**src/rtl/stage2_relu_pool_pkg.sv**
```systemverilog
// Shared LeNet-5 constants and the saturating bias-add/ReLU helper.
// Used by the conv1 and conv2 pooling stages.
package lenet_pkg;

    localparam int DATA_WIDTH_DEF = 16;

    localparam int C2_W = 10;
    localparam int C2_H = 10;
    localparam int P2_W = 5;
    localparam int P2_H = 5;

    // sum arrives sign-extended to 33 bits; result is clamped to [0, 2^(width-1)-1].
    function automatic logic signed [31:0] sat_relu(input logic signed [32:0] sum, input int width);
        logic signed [32:0] max_v;
        max_v = (33'sd1 <<< (width - 1)) - 33'sd1;
        if (sum < 33'sd0) return '0;
        if (sum > max_v) return max_v[31:0];
        return sum[31:0];
    endfunction

endpackage

```
**src/rtl/stage2_relu_pool_if.sv**
```systemverilog
// Pixel-in / pooled-out stream bundle between the channel adder, the pool stage and the feature buffer.
// No ready signal: the consumer must accept every out_valid.
interface stage2_relu_pool_if #(
    parameter int DATA_WIDTH = lenet_pkg::DATA_WIDTH_DEF
);
    logic                         in_valid;
    logic signed [DATA_WIDTH-1:0] datain;
    logic signed [DATA_WIDTH-1:0] bias;
    logic                         out_valid;
    logic signed [DATA_WIDTH-1:0] dataout;
    logic                         frame_done;

    modport master (
        output in_valid, datain, bias,
        input  out_valid, dataout, frame_done
    );

    modport slave (
        input  in_valid, datain, bias,
        output out_valid, dataout, frame_done
    );
endinterface

```
**src/rtl/stage2_relu_pool_line_buf.sv**
```systemverilog
// Half-row buffer of horizontal maxima from the even row of a pooling window pair.
// Synchronous write, combinational read; contents are always written before they are read.
module pool_line_buf #(
    parameter int DEPTH      = 5,
    parameter int DATA_WIDTH = 16,
    parameter int ADDR_W     = (DEPTH > 1) ? $clog2(DEPTH) : 1
) (
    input  logic                         clk,
    input  logic                         we,
    input  logic [ADDR_W-1:0]            waddr,
    input  logic signed [DATA_WIDTH-1:0] wdata,
    input  logic [ADDR_W-1:0]            raddr,
    output logic signed [DATA_WIDTH-1:0] rdata
);
    logic signed [DATA_WIDTH-1:0] mem_q [DEPTH];

    always_ff @(posedge clk) begin
        if (we) mem_q[waddr] <= wdata;
    end

    assign rdata = mem_q[raddr];
endmodule

```
**src/rtl/stage2_relu_pool.sv**
```systemverilog
// Bias add + saturating ReLU + 2x2/stride-2 max pool for one conv2 filter, raster-order input.
// Output 2 cycles after a window's bottom-right pixel; no backpressure, every out_valid must be taken.
module stage2_relu_pool
    import lenet_pkg::*;
#(
    parameter int DATA_WIDTH = DATA_WIDTH_DEF,
    parameter int FMAP_W     = C2_W,
    parameter int FMAP_H     = C2_H
) (
    input  logic                  clk,
    input  logic                  rst,
    input  logic                  clear,
    stage2_relu_pool_if.slave     io
);
    localparam int HALF_W = FMAP_W / 2;
    localparam int CW     = $clog2(FMAP_W);
    localparam int RW     = $clog2(FMAP_H);
    localparam int LAW    = (HALF_W > 1) ? $clog2(HALF_W) : 1;

    if ((FMAP_W % 2) != 0 || (FMAP_H % 2) != 0 || FMAP_W < 2 || FMAP_H < 2) begin : g_bad_dims
        $error("stage2_relu_pool: FMAP_W and FMAP_H must be even and >= 2");
    end
    if (DATA_WIDTH < 2 || DATA_WIDTH > 32) begin : g_bad_width
        $error("stage2_relu_pool: DATA_WIDTH must be in 2..32");
    end

    logic                         a_vld_q, a_vld_d;
    logic signed [DATA_WIDTH-1:0] a_val_q, a_val_d;
    logic signed [DATA_WIDTH-1:0] hmax_q, hmax_d;
    logic [CW-1:0]                col_q, col_d;
    logic [RW-1:0]                row_q, row_d;
    logic                         out_valid_q, out_valid_d;
    logic signed [DATA_WIDTH-1:0] dataout_q, dataout_d;
    logic                         frame_done_q, frame_done_d;

    logic signed [DATA_WIDTH:0]   sum_w;
    logic signed [DATA_WIDTH-1:0] pm, lb_rdata;
    logic [LAW-1:0]               lb_addr;
    logic                         lb_we, col_last, row_last;

    assign sum_w    = $signed({io.datain[DATA_WIDTH-1], io.datain}) + $signed({io.bias[DATA_WIDTH-1], io.bias});
    assign col_last = (col_q == CW'(FMAP_W - 1));
    assign row_last = (row_q == RW'(FMAP_H - 1));
    assign pm       = (a_val_q > hmax_q) ? a_val_q : hmax_q;
    assign lb_addr  = LAW'(col_q >> 1);
    // Even rows park the horizontal max; the odd row below reads it back at the same column pair.
    assign lb_we    = a_vld_q && col_q[0] && !row_q[0] && !clear;

    pool_line_buf #(
        .DEPTH      (HALF_W),
        .DATA_WIDTH (DATA_WIDTH),
        .ADDR_W     (LAW)
    ) u_line_buf (
        .clk   (clk),
        .we    (lb_we),
        .waddr (lb_addr),
        .wdata (pm),
        .raddr (lb_addr),
        .rdata (lb_rdata)
    );

    always_comb begin
        a_vld_d      = io.in_valid;
        a_val_d      = a_val_q;
        hmax_d       = hmax_q;
        col_d        = col_q;
        row_d        = row_q;
        out_valid_d  = 1'b0;
        dataout_d    = dataout_q;
        frame_done_d = 1'b0;

        if (io.in_valid) a_val_d = DATA_WIDTH'(sat_relu(33'(sum_w), DATA_WIDTH));

        if (clear) begin
            a_vld_d = 1'b0;
            col_d   = '0;
            row_d   = '0;
        end else if (a_vld_q) begin
            if (!col_q[0]) begin
                hmax_d = a_val_q;
            end else if (row_q[0]) begin
                dataout_d    = (lb_rdata > pm) ? lb_rdata : pm;
                out_valid_d  = 1'b1;
                frame_done_d = row_last && col_last;
            end

            if (col_last) begin
                col_d = '0;
                row_d = row_last ? '0 : row_q + RW'(1);
            end else begin
                col_d = col_q + CW'(1);
            end
        end
    end

    always_ff @(posedge clk or posedge rst) begin
        if (rst) begin
            a_vld_q      <= 1'b0;
            a_val_q      <= '0;
            hmax_q       <= '0;
            col_q        <= '0;
            row_q        <= '0;
            out_valid_q  <= 1'b0;
            dataout_q    <= '0;
            frame_done_q <= 1'b0;
        end else begin
            a_vld_q      <= a_vld_d;
            a_val_q      <= a_val_d;
            hmax_q       <= hmax_d;
            col_q        <= col_d;
            row_q        <= row_d;
            out_valid_q  <= out_valid_d;
            dataout_q    <= dataout_d;
            frame_done_q <= frame_done_d;
        end
    end

    assign io.out_valid  = out_valid_q;
    assign io.dataout    = dataout_q;
    assign io.frame_done = frame_done_q;
endmodule

```
**src/flat_wrapper.sv**
```systemverilog
// flat-port wrapper written by rule: the top's interface ports become plain ports
module stage2_relu_pool_flat import lenet_pkg::*;
#(
    parameter int DATA_WIDTH = DATA_WIDTH_DEF,
    parameter int FMAP_W     = C2_W,
    parameter int FMAP_H     = C2_H
)
  (clk, rst, clear, io_in_valid, io_datain, io_bias, io_out_valid, io_dataout, io_frame_done);
  stage2_relu_pool_if #(.DATA_WIDTH(DATA_WIDTH)) io_i ();
  input  logic clk;
  input  logic rst;
  input  logic clear;
  input wire logic [$bits(io_i.in_valid)-1:0] io_in_valid;
  input wire logic [$bits(io_i.datain)-1:0] io_datain;
  input wire logic [$bits(io_i.bias)-1:0] io_bias;
  output wire logic [$bits(io_i.out_valid)-1:0] io_out_valid;
  output wire logic [$bits(io_i.dataout)-1:0] io_dataout;
  output wire logic [$bits(io_i.frame_done)-1:0] io_frame_done;
  assign io_i.in_valid = io_in_valid;
  assign io_i.datain = io_datain;
  assign io_i.bias = io_bias;
  assign io_out_valid = io_i.out_valid;
  assign io_dataout = io_i.dataout;
  assign io_frame_done = io_i.frame_done;
  stage2_relu_pool #(.DATA_WIDTH(DATA_WIDTH), .FMAP_W(FMAP_W), .FMAP_H(FMAP_H)) u_core (.clk(clk), .rst(rst), .clear(clear), .io(io_i));
endmodule
```
**config.mk**
```make
export PLATFORM = sky130hd
export DESIGN_NAME = stage2_relu_pool_flat
export DESIGN_NICKNAME = d
export VERILOG_FILES = /design/src/rtl/stage2_relu_pool_pkg.sv /design/src/rtl/stage2_relu_pool_if.sv /design/src/rtl/stage2_relu_pool_line_buf.sv /design/src/rtl/stage2_relu_pool.sv /design/src/flat_wrapper.sv
export SDC_FILE = /design/constraint.sdc
export NUM_CORES = 1
export LEC_CHECK = 0
export ABC_AREA = 1
export CAP_MARGIN = 20
export CORE_MARGIN = 2
export CORE_UTILIZATION = 64
export CTS_BUF_LIST = sky130_fd_sc_hd__clkbuf_4 sky130_fd_sc_hd__clkbuf_8 sky130_fd_sc_hd__clkbuf_16
export CTS_CLUSTER_DIAMETER = 50
export DETAILED_ROUTE_END_ITERATION = 10
export PLACE_DENSITY = 0.86
export SYNTH_ARGS = -nofsm -noshare
export SYNTH_HDL_FRONTEND = slang
export SYNTH_SLANG_ARGS = --single-unit
```
**constraint.sdc**
```tcl
create_clock -name clk -period 5.7 [get_ports clk]
set_input_delay 1.14 -clock clk [delete_from_list [all_inputs] [get_ports clk]]
set_output_delay 1.14 -clock clk [all_outputs]
set_load 0.005 [all_outputs]
```
==> results.txt <==
STA classifies the critical path endpoint as a flip-flop. Sequential cells burn 40.9% of the power. The data arrival time at the worst-slack endpoint came out at around 4700 ps. The total routed wirelength came out at 17300 um. The H-tree depth reported by CTS is 4. In this run the core area contains 40 standard-cell rows. The first-pass detailed-route iteration total is 6.

The area of the mapped netlist came out at 7760 um2. The number of global-route vias before repair came out at around 5900. The reported max-cap violation count came out at 0. The area share of xor/xnor cells in the synthesized design came out at 1.35%. Setup repair after global routing left no endpoint under its margin.

By count the netlist is led by nand2_1, inv_1, edfxtp_1. The number of fill cells is slightly above 800. The deepest clock path buffer count came out at 2.

After synthesis, the cell types taking the most area are edfxtp_1, dfrtp_1, nand2_1. The tree is rooted in a clkbuf_16. The synthesized netlist devotes 8.31% of its cell area to adder and majority cells. The clock skew came out at 7.52 ps. 0 antenna diodes ended up in the layout. The placeable core region came out at between 10000 and 15000 um2. Among all flip-flop cells after synthesis, the most frequent one is edfxtp_1. The largest family of logic cells by synthesized area is simple AND/OR/NAND/NOR gates. Setup violations remaining at the end of the flow were counted as 0. The post-cts resize count came out at 0.

The number of hold-repair buffers added at the cts stage is 0. For this block, the via count after detailed routing is between 6000 and 7000. In this run switching power makes up 31.0% of total power. Counting I/O delays and the setup requirement, the final critical path takes 4290 ps. The count of pins on the block boundary is 54.

Counting flops with an async set or reset pin after synthesis yields a share of 42.4%. Clock tree synthesis inserted a total of 17 buffers. The worst setup path is launched from a flip-flop. The top cell type's share of synthesized area is 30.9%.

The multiplexer share of the synthesized area came out at 0%. Dividing the final minimum period by the clock period gives 75.3%. The count of flip-flops with a built-in enable after synthesis is 80. The overall routing resource usage is between 20 and 30%.

The clock net in this run drives a total of 139 sinks. A synthesized cell averages just under 9 um2. Based on the critical path, the design can be clocked at up to 233 MHz. The floorplan step defined a die boundary enclosing 13000 um2.

The power density over cell area is between 300 and 400 nW/um2. The number of buffers added on ports came out at 53. The path class of the tightest hold or removal check is flip-flop to flip-flop.

The via density per instance is 5.68. The worst vdd rail ir drop came out at 209 uV. Buffers added to address setup during post-CTS repair amount to 0.

The area growth from synthesis to layout is 15.5%. The switching power came out at around 950 uW. In the final layout, flip-flops and latches occupy 3880 um2. The starting density of the core is between 60% and 70%. Once detailed placement completed, the half-perimeter wirelength came to 11800 um. The synthesized-area fraction occupied by ao, oa, aoi and oai cells came out at 6.17%. The violation count after the first detailed-route iteration is about 660. The max-slew violation count came out at 0.

The number of instances in the synthesized netlist is a little under 900. After detailed placement, the total cell area comes to between 8000 and 9000 um2. The clock network is responsible for between 30% and 40% of the overall power. The area of the multi-input gates is 3340 um2.

After routing the design area is about 9000 um2. The area fraction in and, or, nand and nor cells after synthesis is between 20% and 30%. The aggregate global routing overflow came out at 0. Of the total power, combinational logic draws 24.5%.

Summed over all cells, the static leakage comes to 0.00435 uW. The first-pass GRT wire length is 28400 um. The netlist uses 41 different library cells. The post-layout total power came out at between 3000 and 4000 uW.

The largest net degree at the start of global routing is 60. The total nets after synthesis is ~980. The clock insertion delay at the later pin of the skew report is around 420 ps. The routed length per placed instance is 15.7 um. The global placer's final weighted congestion came out at 0.915. The number of synthesis warnings came out at 0. In this run the worst path has a maximum fanout of 17. The initial antenna violation count was 0. The final hold violation count came to 0.

The setup TNS after final layout is 0 ps. The overall die height is 114 um. The most numerous cell in the Yosys netlist is nand2_1. The final worst hold slack came out at 474 ps. The die boundary width is about 110 um. Counting tap cells, the placed design contains a total of 1068 instances.

The sequential-to-total area share from yosys stat is 50.0%. The remaining max-slew budget at the tightest pin is 30.9%. The critical path is of the flip-flop to flip-flop type.

The share of post-route cells with drive strength above 1 is ~9%. The internal power component is 2100 uW. The post-layout instance count excluding filler cells is 1101. The flow ran to the end, and the final reports show no timing, DRC or antenna violations. The slew at the pin closest to its max-slew limit came out at around 1000 ps. The biggest area contributor in the post-synthesis netlist is edfxtp_1. The post-synthesis register bit count is roughly 140. TritonCTS built the clock tree. The number of DRC violations after detailed routing is 0.

After clock tree synthesis, the clock-pin slew on the worst setup and hold paths is 60 ps. Data on the critical path is required at its endpoint by 6050 ps. Once detail routing completed, the nets flagged for antenna violations numbered 0. The post-layout net count came out at about 1000.
==> registers in the layout, summed over array words and instances (netlist names) <==
register / cells
u_core.io.out_valid: 1
u_core.col_q: 4
u_core.io.frame_done: 1
u_core.u_line_buf.mem_q: 80
u_core.hmax_q: 16
u_core.a_vld_q: 1
u_core.io.dataout: 16
u_core.row_q: 4
u_core.a_val_q: 16
==> power by group through the flow <==
stage          Clock [uW]  Sequential [uW]  Combinational [uW]
3_3_place_gp            0             1260                 695
3_5_place_dp            0             1260                 726
5_1_grt              1090             1250                 849
4_1_cts              1050             1250                 735
2_1_floorplan           0             1250                 568
6_report             1060             1250                 746
==> worst max-delay path, cell delays in order (launching register included) <==
cell and delay, ps:
dfrtp_1 400, inv_1 60, ha_1 340, nand2_1 130, o21bai_1 120, nand2_1 70
a21oi_2 140, nand3_2 340, nand3_4 380, nand2_1 150, nand2_1 210, inv_1 70
ha_1 310, nand2_1 70, nand2_1 50, nand3_1 60, nand2_1 50, a21oi_1 200
nand2_1 100, nand2_2 240, nand3_2 370, nand3_1 230, nand2_1 70, nand2_1 60
==> final timing paths <==
kind,from,endpoint,slack (ps),cells past startpoint
max in group asynchronous,rst,u_core.io.dataout[10],3950,3
min in group asynchronous,rst,u_core.a_vld_q,1250,3
max reg2reg,u_core.hmax_q[15],u_core.io.dataout[0],1410,23
min reg2reg,u_core.row_q[3],u_core.row_q[3],470,1
min,u_core.row_q[3],u_core.row_q[3],470,1
max,u_core.hmax_q[15],u_core.io.dataout[0],1410,23
==> cell families after synthesis <==
| logic type | count (synthesis) |
|---|---|
| flops | 139 |
| xor+xnor | 12 |
| simple gates | 464 |
| compound gates | 87 |
| fa+ha+maj | 51 |
| buf+inv | 135 |
==> metrics by stage <==
step	worst slack [ps]	utilization [%]
after global routing	1010	75.3
after floorplan	2270	-
after global placement	1630	70.3
after detailed placement	1490	70.4
final	1410	75.3
after CTS	1440	75.2
==> area by class of cell <==
class | count | area share [%]
Sequential cell | 139 | 43.2
Multi-Input combinational cell | 614 | 37.2
Timing Repair Buffer | 58 | 6.46
Clock buffer | 24 | 5.59
Inverter | 111 | 4.67
Tap cell | 147 | 2.05
Clock inverter | 8 | 0.767
==> cells in the final DEF, fill, tap and decap left out, types with 3 or more instances in the layout <==
| cell type | instances |
|---|---|
| clkdlybuf4s50_1 | 53 |
| nor2_2 | 3 |
| inv_1 | 107 |
| nand4_1 | 36 |
| nand3_1 | 63 |
| o21ai_0 | 17 |
| nand2_1 | 268 |
| inv_2 | 3 |
| nor3_1 | 7 |
| dfrtp_1 | 59 |
| buf_4 | 3 |
| xor2_1 | 9 |
| clkbuf_16 | 18 |
| a21oi_1 | 49 |
| nand2_2 | 20 |
| nand3_2 | 6 |
| edfxtp_1 | 80 |
| o21ai_1 | 9 |
| xnor2_1 | 3 |
| clkbuf_4 | 5 |
| nor2_1 | 50 |
| ha_1 | 50 |
| clkinv_2 | 5 |
==> routing by layer <==
metal / share of wire (%) / vias to the layer above / wire length (um) / global-route usage (%)
met5: 0 / - / 0 / 0
met4: 2.4 / 0 / 420 / 9.84
met3: 6.0 / 35 / 1040 / 4.66
met2: 51 / 222 / 8840 / 49.1
met1: 41 / 2939 / 7040 / 35.0
li1: - / 3058 / - / -
Note: power is estimated with default switching activity, not from simulation.
